File: src/rtl/trace_cmd_sequencer_if.sv
// Record-input and LLC command/response signals of trace_cmd_sequencer.
// master = stimulus source plus LLC model, slave = the sequencer itself.
interface trace_cmd_sequencer_if #(
  parameter int CMD_W  = 4,
  parameter int ADDR_W = 32
);
  logic              in_valid;
  logic              in_ready;
  logic [CMD_W-1:0]  in_cmd;
  logic [ADDR_W-1:0] in_addr;
  logic              llc_valid;
  logic              llc_ready;
  logic [CMD_W-1:0]  llc_cmd;
  logic [ADDR_W-1:0] llc_addr;
  logic              llc_rsp_valid;
  logic              llc_rsp_hit;

  modport master (
    output in_valid, in_cmd, in_addr, llc_ready, llc_rsp_valid, llc_rsp_hit,
    input  in_ready, llc_valid, llc_cmd, llc_addr
  );

  modport slave (
    input  in_valid, in_cmd, in_addr, llc_ready, llc_rsp_valid, llc_rsp_hit,
    output in_ready, llc_valid, llc_cmd, llc_addr
  );
endinterface

File: src/rtl/trace_cmd_sequencer.sv
// Buffers trace records, issues them to the LLC one at a time, keeps
// read/write/hit/miss statistics and a per-mille hit ratio.
module trace_cmd_sequencer #(
  parameter int CMD_W  = 4,
  parameter int ADDR_W = 32,
  parameter int DEPTH  = 8,
  parameter int CNT_W  = 32
) (
  input  logic                     clk,
  input  logic                     reset,
  trace_cmd_sequencer_if.slave     bus,
  input  logic                     mode_silent,
  output logic                     print_req,
  output logic [CNT_W-1:0]         reads,
  output logic [CNT_W-1:0]         writes,
  output logic [CNT_W-1:0]         hits,
  output logic [CNT_W-1:0]         misses,
  output logic [9:0]               ratio_pm,
  output logic                     ratio_valid,
  output logic [CNT_W-1:0]         drop_cnt,
  output logic [$clog2(DEPTH):0]   fifo_count,
  output logic                     busy
);
  localparam int PW    = $clog2(DEPTH);
  localparam int NUM_W = CNT_W + 10;
  localparam int DEN_W = CNT_W + 1;
  localparam int DCW   = $clog2(NUM_W);

  localparam logic [1:0] IDLE     = 2'd0;
  localparam logic [1:0] ISSUE    = 2'd1;
  localparam logic [1:0] WAIT_RSP = 2'd2;
  localparam logic [1:0] DIV      = 2'd3;

  localparam logic [CMD_W-1:0] CMD_WR       = CMD_W'(1);
  localparam logic [CMD_W-1:0] CMD_LAST_RW  = CMD_W'(2);
  localparam logic [CMD_W-1:0] CMD_LAST_LLC = CMD_W'(6);
  localparam logic [CMD_W-1:0] CMD_CLEAR    = CMD_W'(8);
  localparam logic [CMD_W-1:0] CMD_PRINT    = CMD_W'(9);
  localparam logic [NUM_W-1:0] PM_SCALE     = NUM_W'(1000);

  function automatic logic [CNT_W-1:0] sat_inc(input logic [CNT_W-1:0] v);
    return (&v) ? v : v + CNT_W'(1);
  endfunction

  // ---------------- record FIFO ----------------
  logic [CMD_W-1:0]  cmd_mem  [DEPTH];
  logic [ADDR_W-1:0] addr_mem [DEPTH];
  logic [PW-1:0]     wr_ptr_reg, rd_ptr_reg;
  logic [PW:0]       count_reg, count_next;
  logic              in_ready_reg;
  logic              push, pop;
  logic [CMD_W-1:0]  head_cmd;
  logic [ADDR_W-1:0] head_addr;

  logic [1:0]        state_reg;

  assign push      = bus.in_valid && in_ready_reg;
  assign pop       = (state_reg == IDLE) && (count_reg != '0);
  assign head_cmd  = cmd_mem[rd_ptr_reg];
  assign head_addr = addr_mem[rd_ptr_reg];

  always_comb begin
    count_next = count_reg;
    if (push && !pop)
      count_next = count_reg + (PW+1)'(1);
    else if (pop && !push)
      count_next = count_reg - (PW+1)'(1);
  end

  always_ff @(posedge clk) begin
    if (push) begin
      cmd_mem[wr_ptr_reg]  <= bus.in_cmd;
      addr_mem[wr_ptr_reg] <= bus.in_addr;
    end
  end

  // in_ready is held low through reset and rises on the first clock after it.
  always_ff @(posedge clk or posedge reset) begin
    if (reset) begin
      wr_ptr_reg   <= '0;
      rd_ptr_reg   <= '0;
      count_reg    <= '0;
      in_ready_reg <= 1'b0;
    end else begin
      if (push)
        wr_ptr_reg <= wr_ptr_reg + PW'(1);
      if (pop)
        rd_ptr_reg <= rd_ptr_reg + PW'(1);
      count_reg    <= count_next;
      in_ready_reg <= (count_next < (PW+1)'(DEPTH));
    end
  end

  // ---------------- sequencer and statistics ----------------
  logic              llc_valid_reg;
  logic [CMD_W-1:0]  llc_cmd_reg;
  logic [ADDR_W-1:0] llc_addr_reg;
  logic              print_req_reg;
  logic [CNT_W-1:0]  reads_reg, writes_reg, hits_reg, misses_reg, drop_cnt_reg;
  logic [9:0]        ratio_pm_reg;
  logic              ratio_valid_reg;

  logic [NUM_W-1:0]  div_q_reg;
  logic [DEN_W-1:0]  div_r_reg;
  logic [DEN_W-1:0]  div_d_reg;
  logic [DCW-1:0]    div_cnt_reg;

  logic              head_issue, head_print, head_drop;
  logic              rsp_rw;
  logic [CNT_W-1:0]  hits_upd, misses_upd;
  logic [DEN_W-1:0]  den_init;
  logic [NUM_W-1:0]  num_init;
  logic [DEN_W:0]    rem_shift;
  logic              step_ge;
  logic [DEN_W-1:0]  rem_step;
  logic [NUM_W-1:0]  q_step;

  // Command 7 is neither an LLC command nor illegal: it is consumed silently.
  assign head_issue = (head_cmd <= CMD_LAST_LLC) || (head_cmd == CMD_CLEAR);
  assign head_print = (head_cmd == CMD_PRINT);
  assign head_drop  = (head_cmd > CMD_PRINT);

  assign rsp_rw     = (llc_cmd_reg <= CMD_LAST_RW);
  assign hits_upd   = (rsp_rw && bus.llc_rsp_hit)  ? sat_inc(hits_reg)   : hits_reg;
  assign misses_upd = (rsp_rw && !bus.llc_rsp_hit) ? sat_inc(misses_reg) : misses_reg;
  assign den_init   = {1'b0, hits_upd} + {1'b0, misses_upd};
  assign num_init   = NUM_W'(hits_upd) * PM_SCALE;

  // One restoring-division step; the remainder never exceeds the divisor,
  // so the subtraction is exact in DEN_W bits.
  assign rem_shift  = {div_r_reg, div_q_reg[NUM_W-1]};
  assign step_ge    = (rem_shift >= {1'b0, div_d_reg});
  assign rem_step   = step_ge ? (rem_shift[DEN_W-1:0] - div_d_reg) : rem_shift[DEN_W-1:0];
  assign q_step     = {div_q_reg[NUM_W-2:0], step_ge};

  always_ff @(posedge clk or posedge reset) begin
    if (reset) begin
      state_reg       <= IDLE;
      llc_valid_reg   <= 1'b0;
      llc_cmd_reg     <= '0;
      llc_addr_reg    <= '0;
      print_req_reg   <= 1'b0;
      reads_reg       <= '0;
      writes_reg      <= '0;
      hits_reg        <= '0;
      misses_reg      <= '0;
      drop_cnt_reg    <= '0;
      ratio_pm_reg    <= '0;
      ratio_valid_reg <= 1'b1;
      div_q_reg       <= '0;
      div_r_reg       <= '0;
      div_d_reg       <= '0;
      div_cnt_reg     <= '0;
    end else begin
      print_req_reg <= 1'b0;
      case (state_reg)
        IDLE: begin
          if (pop) begin
            if (head_issue) begin
              state_reg     <= ISSUE;
              llc_valid_reg <= 1'b1;
              llc_cmd_reg   <= head_cmd;
              llc_addr_reg  <= head_addr;
            end else if (head_print) begin
              print_req_reg <= !mode_silent;
            end else if (head_drop) begin
              drop_cnt_reg  <= sat_inc(drop_cnt_reg);
            end
          end
        end
        ISSUE: begin
          if (bus.llc_ready) begin
            llc_valid_reg <= 1'b0;
            state_reg     <= WAIT_RSP;
          end
        end
        WAIT_RSP: begin
          if (bus.llc_rsp_valid) begin
            if (llc_cmd_reg == CMD_CLEAR) begin
              reads_reg       <= '0;
              writes_reg      <= '0;
              hits_reg        <= '0;
              misses_reg      <= '0;
              drop_cnt_reg    <= '0;
              ratio_pm_reg    <= '0;
              ratio_valid_reg <= 1'b1;
              state_reg       <= IDLE;
            end else if (rsp_rw) begin
              if (llc_cmd_reg == CMD_WR)
                writes_reg <= sat_inc(writes_reg);
              else
                reads_reg  <= sat_inc(reads_reg);
              hits_reg        <= hits_upd;
              misses_reg      <= misses_upd;
              div_q_reg       <= num_init;
              div_r_reg       <= '0;
              div_d_reg       <= den_init;
              div_cnt_reg     <= '0;
              ratio_valid_reg <= 1'b0;
              state_reg       <= DIV;
            end else begin
              state_reg <= IDLE;
            end
          end
        end
        DIV: begin
          div_q_reg   <= q_step;
          div_r_reg   <= rem_step;
          div_cnt_reg <= div_cnt_reg + DCW'(1);
          if (div_cnt_reg == DCW'(NUM_W - 1)) begin
            // The quotient is at most 1000, so the low 10 bits hold it.
            ratio_pm_reg    <= (div_d_reg == '0) ? 10'd0 : q_step[9:0];
            ratio_valid_reg <= 1'b1;
            state_reg       <= IDLE;
          end
        end
        default: state_reg <= IDLE;
      endcase
    end
  end

  assign bus.in_ready  = in_ready_reg;
  assign bus.llc_valid = llc_valid_reg;
  assign bus.llc_cmd   = llc_cmd_reg;
  assign bus.llc_addr  = llc_addr_reg;
  assign print_req     = print_req_reg;
  assign reads         = reads_reg;
  assign writes        = writes_reg;
  assign hits          = hits_reg;
  assign misses        = misses_reg;
  assign drop_cnt      = drop_cnt_reg;
  assign ratio_pm      = ratio_pm_reg;
  assign ratio_valid   = ratio_valid_reg;
  assign fifo_count    = count_reg;
  assign busy          = (state_reg != IDLE) || (count_reg != '0);
endmodule

File: src/flat_wrapper.sv
// flat-port wrapper written by rule: the top's interface ports become plain ports
module trace_cmd_sequencer_flat 
#(
  parameter int CMD_W  = 4,
  parameter int ADDR_W = 32,
  parameter int DEPTH  = 8,
  parameter int CNT_W  = 32
)
  (clk, reset, mode_silent, print_req, reads, writes, hits, misses, ratio_pm, ratio_valid, drop_cnt, fifo_count, busy, bus_in_valid, bus_in_cmd, bus_in_addr, bus_llc_ready, bus_llc_rsp_valid, bus_llc_rsp_hit, bus_in_ready, bus_llc_valid, bus_llc_cmd, bus_llc_addr);
  trace_cmd_sequencer_if #(.CMD_W(CMD_W), .ADDR_W(ADDR_W)) bus_i ();
  input  logic clk;
  input  logic reset;
  input  logic mode_silent;
  output logic print_req;
  output logic [CNT_W-1:0] reads;
  output logic [CNT_W-1:0] writes;
  output logic [CNT_W-1:0] hits;
  output logic [CNT_W-1:0] misses;
  output logic [9:0] ratio_pm;
  output logic ratio_valid;
  output logic [CNT_W-1:0] drop_cnt;
  output logic [$clog2(DEPTH):0] fifo_count;
  output logic busy;
  input wire logic [$bits(bus_i.in_valid)-1:0] bus_in_valid;
  input wire logic [$bits(bus_i.in_cmd)-1:0] bus_in_cmd;
  input wire logic [$bits(bus_i.in_addr)-1:0] bus_in_addr;
  input wire logic [$bits(bus_i.llc_ready)-1:0] bus_llc_ready;
  input wire logic [$bits(bus_i.llc_rsp_valid)-1:0] bus_llc_rsp_valid;
  input wire logic [$bits(bus_i.llc_rsp_hit)-1:0] bus_llc_rsp_hit;
  output wire logic [$bits(bus_i.in_ready)-1:0] bus_in_ready;
  output wire logic [$bits(bus_i.llc_valid)-1:0] bus_llc_valid;
  output wire logic [$bits(bus_i.llc_cmd)-1:0] bus_llc_cmd;
  output wire logic [$bits(bus_i.llc_addr)-1:0] bus_llc_addr;
  assign bus_i.in_valid = bus_in_valid;
  assign bus_i.in_cmd = bus_in_cmd;
  assign bus_i.in_addr = bus_in_addr;
  assign bus_i.llc_ready = bus_llc_ready;
  assign bus_i.llc_rsp_valid = bus_llc_rsp_valid;
  assign bus_i.llc_rsp_hit = bus_llc_rsp_hit;
  assign bus_in_ready = bus_i.in_ready;
  assign bus_llc_valid = bus_i.llc_valid;
  assign bus_llc_cmd = bus_i.llc_cmd;
  assign bus_llc_addr = bus_i.llc_addr;
  trace_cmd_sequencer #(.CMD_W(CMD_W), .ADDR_W(ADDR_W), .DEPTH(DEPTH), .CNT_W(CNT_W)) u_core (.clk(clk), .reset(reset), .bus(bus_i), .mode_silent(mode_silent), .print_req(print_req), .reads(reads), .writes(writes), .hits(hits), .misses(misses), .ratio_pm(ratio_pm), .ratio_valid(ratio_valid), .drop_cnt(drop_cnt), .fifo_count(fifo_count), .busy(busy));
endmodule
File: config.mk
export PLATFORM = sky130hd
export DESIGN_NAME = trace_cmd_sequencer_flat
export DESIGN_NICKNAME = d
export VERILOG_FILES = /design/src/rtl/trace_cmd_sequencer_if.sv /design/src/rtl/trace_cmd_sequencer.sv /design/src/flat_wrapper.sv
export SDC_FILE = /design/constraint.sdc
export NUM_CORES = 2
export LEC_CHECK = 0
export CORE_UTILIZATION = 60
export CTS_BUF_LIST = sky130_fd_sc_hd__clkbuf_4
export DETAILED_ROUTE_END_ITERATION = 10
export PLACE_DENSITY = 0.84
export SYNTH_ARGS = -nofsm -noshare
export SYNTH_HDL_FRONTEND = slang
export SYNTH_SLANG_ARGS = --single-unit
export TNS_END_PERCENT = 1
File: constraint.sdc
create_clock -name clk -period 12.8 [get_ports clk]
set_input_delay 1.92 -clock clk [delete_from_list [all_inputs] [get_ports clk]]
set_output_delay 1.92 -clock clk [all_outputs]
set_load 0.03 [all_outputs]
**Word-level counts from Yosys, hierarchy flattened**

Memories as Yosys holds them, arrays and structs flattened. A register that Yosys moved wholly into a read port is not among the register bits.
Cells that the tools add are included.
Widths: inputs -> output; s select.

- Register bits after elaboration: 304
- Bits in writable memories: 288
- Input port bits: 43
- Output and inout port bits: 215
- Word-level logic and storage cells: 168
- Memories: 2

Memory list:

| memory | depth | bits a word | rd ports | clocked after memory_dff | write ports | line | text |
|---|---|---|---|---|---|---|---|
| u_core.addr_mem | 8 | 32 | 1 | 1 | 1 | trace_cmd_sequencer.sv:47 | `logic [ADDR_W-1:0] addr_mem [DEPTH];` |
| u_core.cmd_mem | 8 | 4 | 1 | 0 | 1 | trace_cmd_sequencer.sv:46 | `logic [CMD_W-1:0] cmd_mem [DEPTH];` |

- Add/subtract/negate cells: 12
- Multipliers: 1
- $lt $le $gt $ge: 5
- Eq/ne operators: 24
- Multiplexer cells: 67
- Bitwise operators: 1
- Reductions and logical operators: 37

Operator list:

| operator | number |
|---|---|
| $mux 32 | 23 |
| $add 32x1->32 const B | 5 |
| $reduce_and 32->1 | 5 |
| $mux 33 | 4 |
| $mux 42 | 3 |
| $pmux 42 s2 | 1 |
| $pmux 33 s2 | 1 |
| $pmux 32 s2 | 1 |
| $mux 10 | 4 |
| $mul 32x7->39 const B | 1 |
| $ge 34x33->1 | 1 |
| $add 32x32->33 | 1 |
| $logic_not 33->1 | 1 |
| $sub 33x33->33 | 1 |
| $pmux 10 s2 | 1 |
| $reduce_and 4->1 | 5 |
| $mux 6 | 3 |
| $ne 2x1->1 const B | 9 |
| $reduce_and 5->1 | 3 |
| $mux 2 | 7 |
| $mux 1 | 13 |
| $eq 4x4->1 const B | 3 |
| $ne 2x2->1 const B | 6 |
| $pmux 6 s2 | 1 |
| other kinds (25) | 44 |

**Longest topological paths before layout**

- Word-level depth: 8
- Mapped depth: 29
- Depth with buffers taken out: 28

**Worst setup path before layout**

Ideal clock, no wire load.

- Path kind: input -> register
- Start point: input port bus_llc_rsp_hit
- End point: register u_core.div_q_reg[41]
- Setup time: 136 ps
- Arrival: 7824 ps
- Required time: 12664 ps
- Slack: 4840 ps
- Cell stages on the path: 22
- Buffers on the path: 0
- Cell sequence: nand2_1 -> a21oi_2 -> nand2_1 -> nor3_1 -> nand4_1 -> nor2_1 -> xor2_1 -> inv_1 -> fa_1 -> fa_1 -> fa_1 -> fa_1 -> inv_1 -> ha_1 -> and3_1 -> nand4_1 -> or4_1 -> o2111ai_1 -> o211ai_1 -> o21ai_0 -> and3_1 -> o21ai_0

- Cells in the longest elaborated chain, start to end: 7

Ends and longest elaborated chain:

| element | line | text |
|---|---|---|
| start: declaration | flat_wrapper.sv:29 | `input wire logic [$bits(bus_i.llc_rsp_hit)-1:0] bus_llc_rsp_hit;` |
| $logic_and 1x1->1 | trace_cmd_sequencer.sv:124 | `assign hits_upd = (rsp_rw && bus.llc_rsp_hit) ? sat_inc(hits_reg) : hits_reg;` |
| $mux 32 | trace_cmd_sequencer.sv:124 |  |
| $mul 32x7->39 | trace_cmd_sequencer.sv:127 | `assign num_init = NUM_W'(hits_upd) * PM_SCALE;` |
| $mux 42 | trace_cmd_sequencer.sv:188 | `end else if (rsp_rw) begin` |
| $mux 42 | trace_cmd_sequencer.sv:179 | `if (llc_cmd_reg == CMD_CLEAR) begin` |
| $mux 42 | trace_cmd_sequencer.sv:178 | `if (bus.llc_rsp_valid) begin` |
| $pmux 42 s2 | trace_cmd_sequencer.sv:156 | `case (state_reg)` |
| end signal: assignment | trace_cmd_sequencer.sv:195 | `div_q_reg <= num_init;` |
| end signal: assignment | trace_cmd_sequencer.sv:207 | `div_q_reg <= q_step;` |
| end: declaration | trace_cmd_sequencer.sv:103 | `logic [NUM_W-1:0] div_q_reg;` |

Every way passes these cells. The select of a mux whose other input is x is not followed.
A chain may end at the register's enable or synchronous reset.

**Final worst setup path**

- Start point: register u_core.llc_cmd_reg[2] (netlist: u_core.bus.llc_cmd[2])
- End point: register u_core.div_q_reg[39]

- Cells in the longest elaborated chain, start to end: 8
- Elaborated cells between the ends (all ways): 12
- Classes of those cells: 1 x mul; 1 x order compare; 3 x eq/ne; 5 x mux; 2 x reduce/logical

Ends and longest elaborated chain:

| element | line | text |
|---|---|---|
| start: declaration | trace_cmd_sequencer.sv:96 | `logic [CMD_W-1:0] llc_cmd_reg;` |
| start signal: assignment | trace_cmd_sequencer.sv:162 | `llc_cmd_reg <= head_cmd;` |
| $le 4x2->1 | trace_cmd_sequencer.sv:123 | `assign rsp_rw = (llc_cmd_reg <= CMD_LAST_RW);` |
| $logic_and 1x1->1 | trace_cmd_sequencer.sv:124 |  |
| $mux 32 | trace_cmd_sequencer.sv:124 |  |
| $mul 32x7->39 | trace_cmd_sequencer.sv:127 |  |
| $mux 42 | trace_cmd_sequencer.sv:188 |  |
| $mux 42 | trace_cmd_sequencer.sv:179 |  |
| $mux 42 | trace_cmd_sequencer.sv:178 |  |
| $pmux 42 s2 | trace_cmd_sequencer.sv:156 |  |

Parallel ways exist; a longest one is shown, timed or not. The select of a mux whose other input is x is not followed.

==> impl_metrics.py <==
metrics = {
    "pwr": {
        "clkPwrFrac": 0.218,
        "ir_drop_uv": 177,
        "comb_power_share": 0.441,
        "leakagePower_nw": 16.9,
        "p_sw_frac": 0.408,
        "power.internal_w": 0.00480,
        "pwr-share-seq": 0.340,
        "powerDensity_nw_per_um2": 196,
        "p_sw_w": 0.00331,
    },
    "cells_and_area": {
        "drive_gt1_frac": 0.117,
        "stdcell_area_sq_um": 41300,
        "area_delta_synth_final_pct": 15.5,
        "largest_reg_flops": 256,
        "fin_nets": 3882,
    },
    "routing": {
        "first_iter_violations": 2994,
        "postRouteAntennaNets": 0,
        "via_per_inst": 6.28,
        "vias": 28281,
        "drt_wl_total_mm": 98.3,
        "drcViolationCount": 4,
        "dr.pass1.iters": 10,
        "wl_per_cell_um": 21.8,
    },
    "clock_network": {
        "numCtsBuffers": 158,
        "clock_latency_ps": 1050,
        "path_clk_slew_ps": 80,
        "post-cts-setup-buffers": 0,
        "htree_levels": 4,
        "ctsResizeCount": 0,
        "tritoncts": "done",
        "cts_max_path_buffers": 3,
        "clock-sinks": 624,
        "hold_buffers": 0,
        "cts-root-buf": "clkbuf_4",
    },
    "global_route": {
        "globalRoute.busiestLayer": "met2",
        "grt_usage": 0.326,
        "grt_overflow": 0,
        "grt_pass1_vias": 27806,
        "grt_util_met3": 0.0733,
        "globalRouteMet1Util": 0.424,
        "grt_max_degree": 98,
        "grt_first_pass_wirelength_mm": 153,
        "grt_antenna_before_repair": 8,
        "use_met2": 0.517,
    },
    "timing": {
        "fin_setup_tns_ps": 0,
        "worstMarginPinSlew_ps": 1190,
        "rsz0062_at_grt": "false",
        "timing.final.crit_share": 0.688,
        "setup_viol_count_final": 0,
        "hold_viol": 0,
        "finalMaxSlewViolations": 0,
        "fmax_ghz": 0.114,
        "period_minus_slack_ps": 8810,
        "slew_headroom": 0.207,
        "skew_ps": 97.6,
    },
    "yosys": {
        "avgSynthCellArea_sq_um": 10.9,
        "synth-async-reset-ratio": 0.538,
        "synth_compound_area_frac": 0.128,
        "syn_area_sq_um": 35800,
        "seq_area_frac_synth": 0.477,
        "ys_warn_count": 0,
        "synth_edf_count": 288,
        "synth_top_area_share": 0.242,
        "synth_top_flop_cell": "dfrtp_1",
        "synth_xor_area_frac": 0.0657,
        "ys_types": 91,
        "synth_adder_area_share": 0.105,
        "synth.area.mux_share": 0.0610,
        "synth_top_family_by_area": "compound AO/OA/AOI/OAI gates",
        "synth_cells": 3274,
        "yosys.area.top_type": "edfxtp_1",
        "yosys.area_share.simple": 0.125,
        "synth_fp_nets": 3556,
        "synth_top_cells_by_area": "edfxtp_1, dfrtp_1, fa_1",
        "ys_ff_latch": 624,
    },
    "status": {
        "status": "complete, but fails checks",
        "violations": "design-rule violations",
    },
    "floorplanning": {
        "num_rows": 89,
        "die_h_um": 246,
        "die_area_sq_um": 60600,
        "core_sq_um": 59000,
        "die_w_um": 246,
        "pin_count": 258,
        "start_util": 0.606,
    },
    "worst_setup_path": {
        "arrival_ps": 9700,
        "crit_required_ps": 13690,
        "startpoint_type": "register",
        "crit_path_end_kind": "register",
        "crit_fanout": 9,
        "crit_type": "register to register",
    },
    "placement": {
        "io_buffers": 257,
        "hpwl_mm": 64.9,
        "dpl_cell_area_sq_um": 39200,
        "gp_congestion": 0.939,
    },
    "worst_hold_path": {
        "hp-class": "register to register",
    },
    "job": {
        "max-cap-violations": 0,
    },
}
==> metrics by stage <==
step	hold slack, ps	cells	setup WS, ps	total power, W	utilization
after global routing	502	4502	3540	0.00863	0.700
after detailed placement	466	4213	3040	0.00630	0.665
after global placement	462	4213	3460	0.00616	0.665
after floorplan	450	3274	1570	0.00531	-
final	472	4504	3990	0.00811	0.701
after CTS	475	4495	4120	0.00811	0.700
==> path summary, 6_finish.rpt <==
path                                                   start                          endpoint  slack, ps  depth (start not counted)
max reg2reg                u_core.bus.llc_cmd[2]$_DFFE_PP0P_  u_core.div_q_reg[39]$_DFFE_PP0P_       3990                         23
max in group asynchronous                              reset       u_core.hits[31]$_DFFE_PP0P_       9070                          4
min reg2reg                   u_core.ratio_valid$_DFFE_PP1P_    u_core.ratio_valid$_DFFE_PP1P_        470                          2
min                           u_core.ratio_valid$_DFFE_PP1P_    u_core.ratio_valid$_DFFE_PP1P_        470                          2
max                        u_core.bus.llc_cmd[2]$_DFFE_PP0P_  u_core.div_q_reg[39]$_DFFE_PP0P_       3990                         23
min in group asynchronous                              reset      u_core.reads[26]$_DFFE_PP0P_       1410                          2
==> layout make-up <==
| type | instances | area (sq um) |
|---|---|---|
| antenna | 9 | 22.5 |
| clock buffer | 232 | 1740 |
| clock inverter | 50 | 338 |
| fill | 4063 | 17700 |
| inverter | 239 | 905 |
| multi-input combinational | 2285 | 17500 |
| sequential | 624 | 17100 |
| tap | 773 | 967 |
| timing repair buffer | 292 | 2840 |
==> cell usage in the layout (no fill, tap or decap), drive strengths merged, types with 35 or more instances in the layout <==
cell type / instances
edfxtp: 288
clkinv: 42
clkbuf: 232
a21oi: 171
a22oi: 37
clkdlybuf4s50: 257
xor2: 112
and3: 38
mux4: 73
nand4: 62
xnor2: 138
dfrtp: 335
a21o: 46
nor2: 243
inv: 245
or3: 35
mux2i: 46
fa: 99
nand3: 120
ha: 140
nand2: 276
nor3: 39
o21ai: 264
buf: 35
==> synth_stat cells (17+ instances only) <==
cell type / n
a21o_1: 46
a21oi_1: 168
a22o_1: 26
a22oi_1: 37
a31oi_1: 31
and2_1: 18
and3_1: 37
buf_1: 17
clkbuf_1: 101
dfrtp_1: 335
edfxtp_1: 288
fa_1: 99
ha_1: 140
inv_1: 235
mux2i_1: 46
mux4_2: 73
nand2_1: 276
nand2b_1: 20
nand3_1: 119
nand4_1: 61
nor2_1: 241
nor3_1: 38
nor4_1: 18
o21ai_0: 250
o31ai_1: 30
or3_1: 35
xnor2_1: 132
xor2_1: 110
==> power groups by stage <==
| stage | clock, W | combinational [W] | sequential, W |
|---|---|---|---|
| 4_1_cts | 0.00180 | 0.00356 | 0.00275 |
| 2_1_floorplan | 0 | 0.00245 | 0.00286 |
| 5_1_grt | 0.00190 | 0.00394 | 0.00279 |
| 6_report | 0.00177 | 0.00358 | 0.00276 |
| 3_5_place_dp | 0 | 0.00352 | 0.00278 |
| 3_3_place_gp | 0 | 0.00340 | 0.00276 |
==> layer usage <==
metal,wire [um],share of wire
met1,38300,0.39
met3,8370,0.085
met5,13,0.00013
met2,47300,0.48
met4,4320,0.044
==> critical path: stages, from the launching register on <==
cell	delay [ps]
dfrtp_1	560
a211oi_2	810
nand2_1	390
a21oi_2	460
nand2_1	210
nor3_1	360
nand4_1	390
nor2_1	310
xor2_1	570
inv_1	260
fa_1	630
fa_1	450
fa_1	500
fa_1	510
inv_1	50
ha_1	370
and3_1	220
nand4_1	140
or4_1	530
o2111ai_1	130
o211ai_1	160
o21ai_0	400
xnor2_1	200
o21ai_0	110
==> cell families after synthesis <==
logic type                 Yosys count
DFF                                624
xor gates and xnor gates           254
adders and majority gates          243
AOI/OAI and AO/OA                  732
and+or+nand+nor                    930
buffers and inverters              365
muxes                              126
No activity file was read; power rests on OpenSTA's default activity.
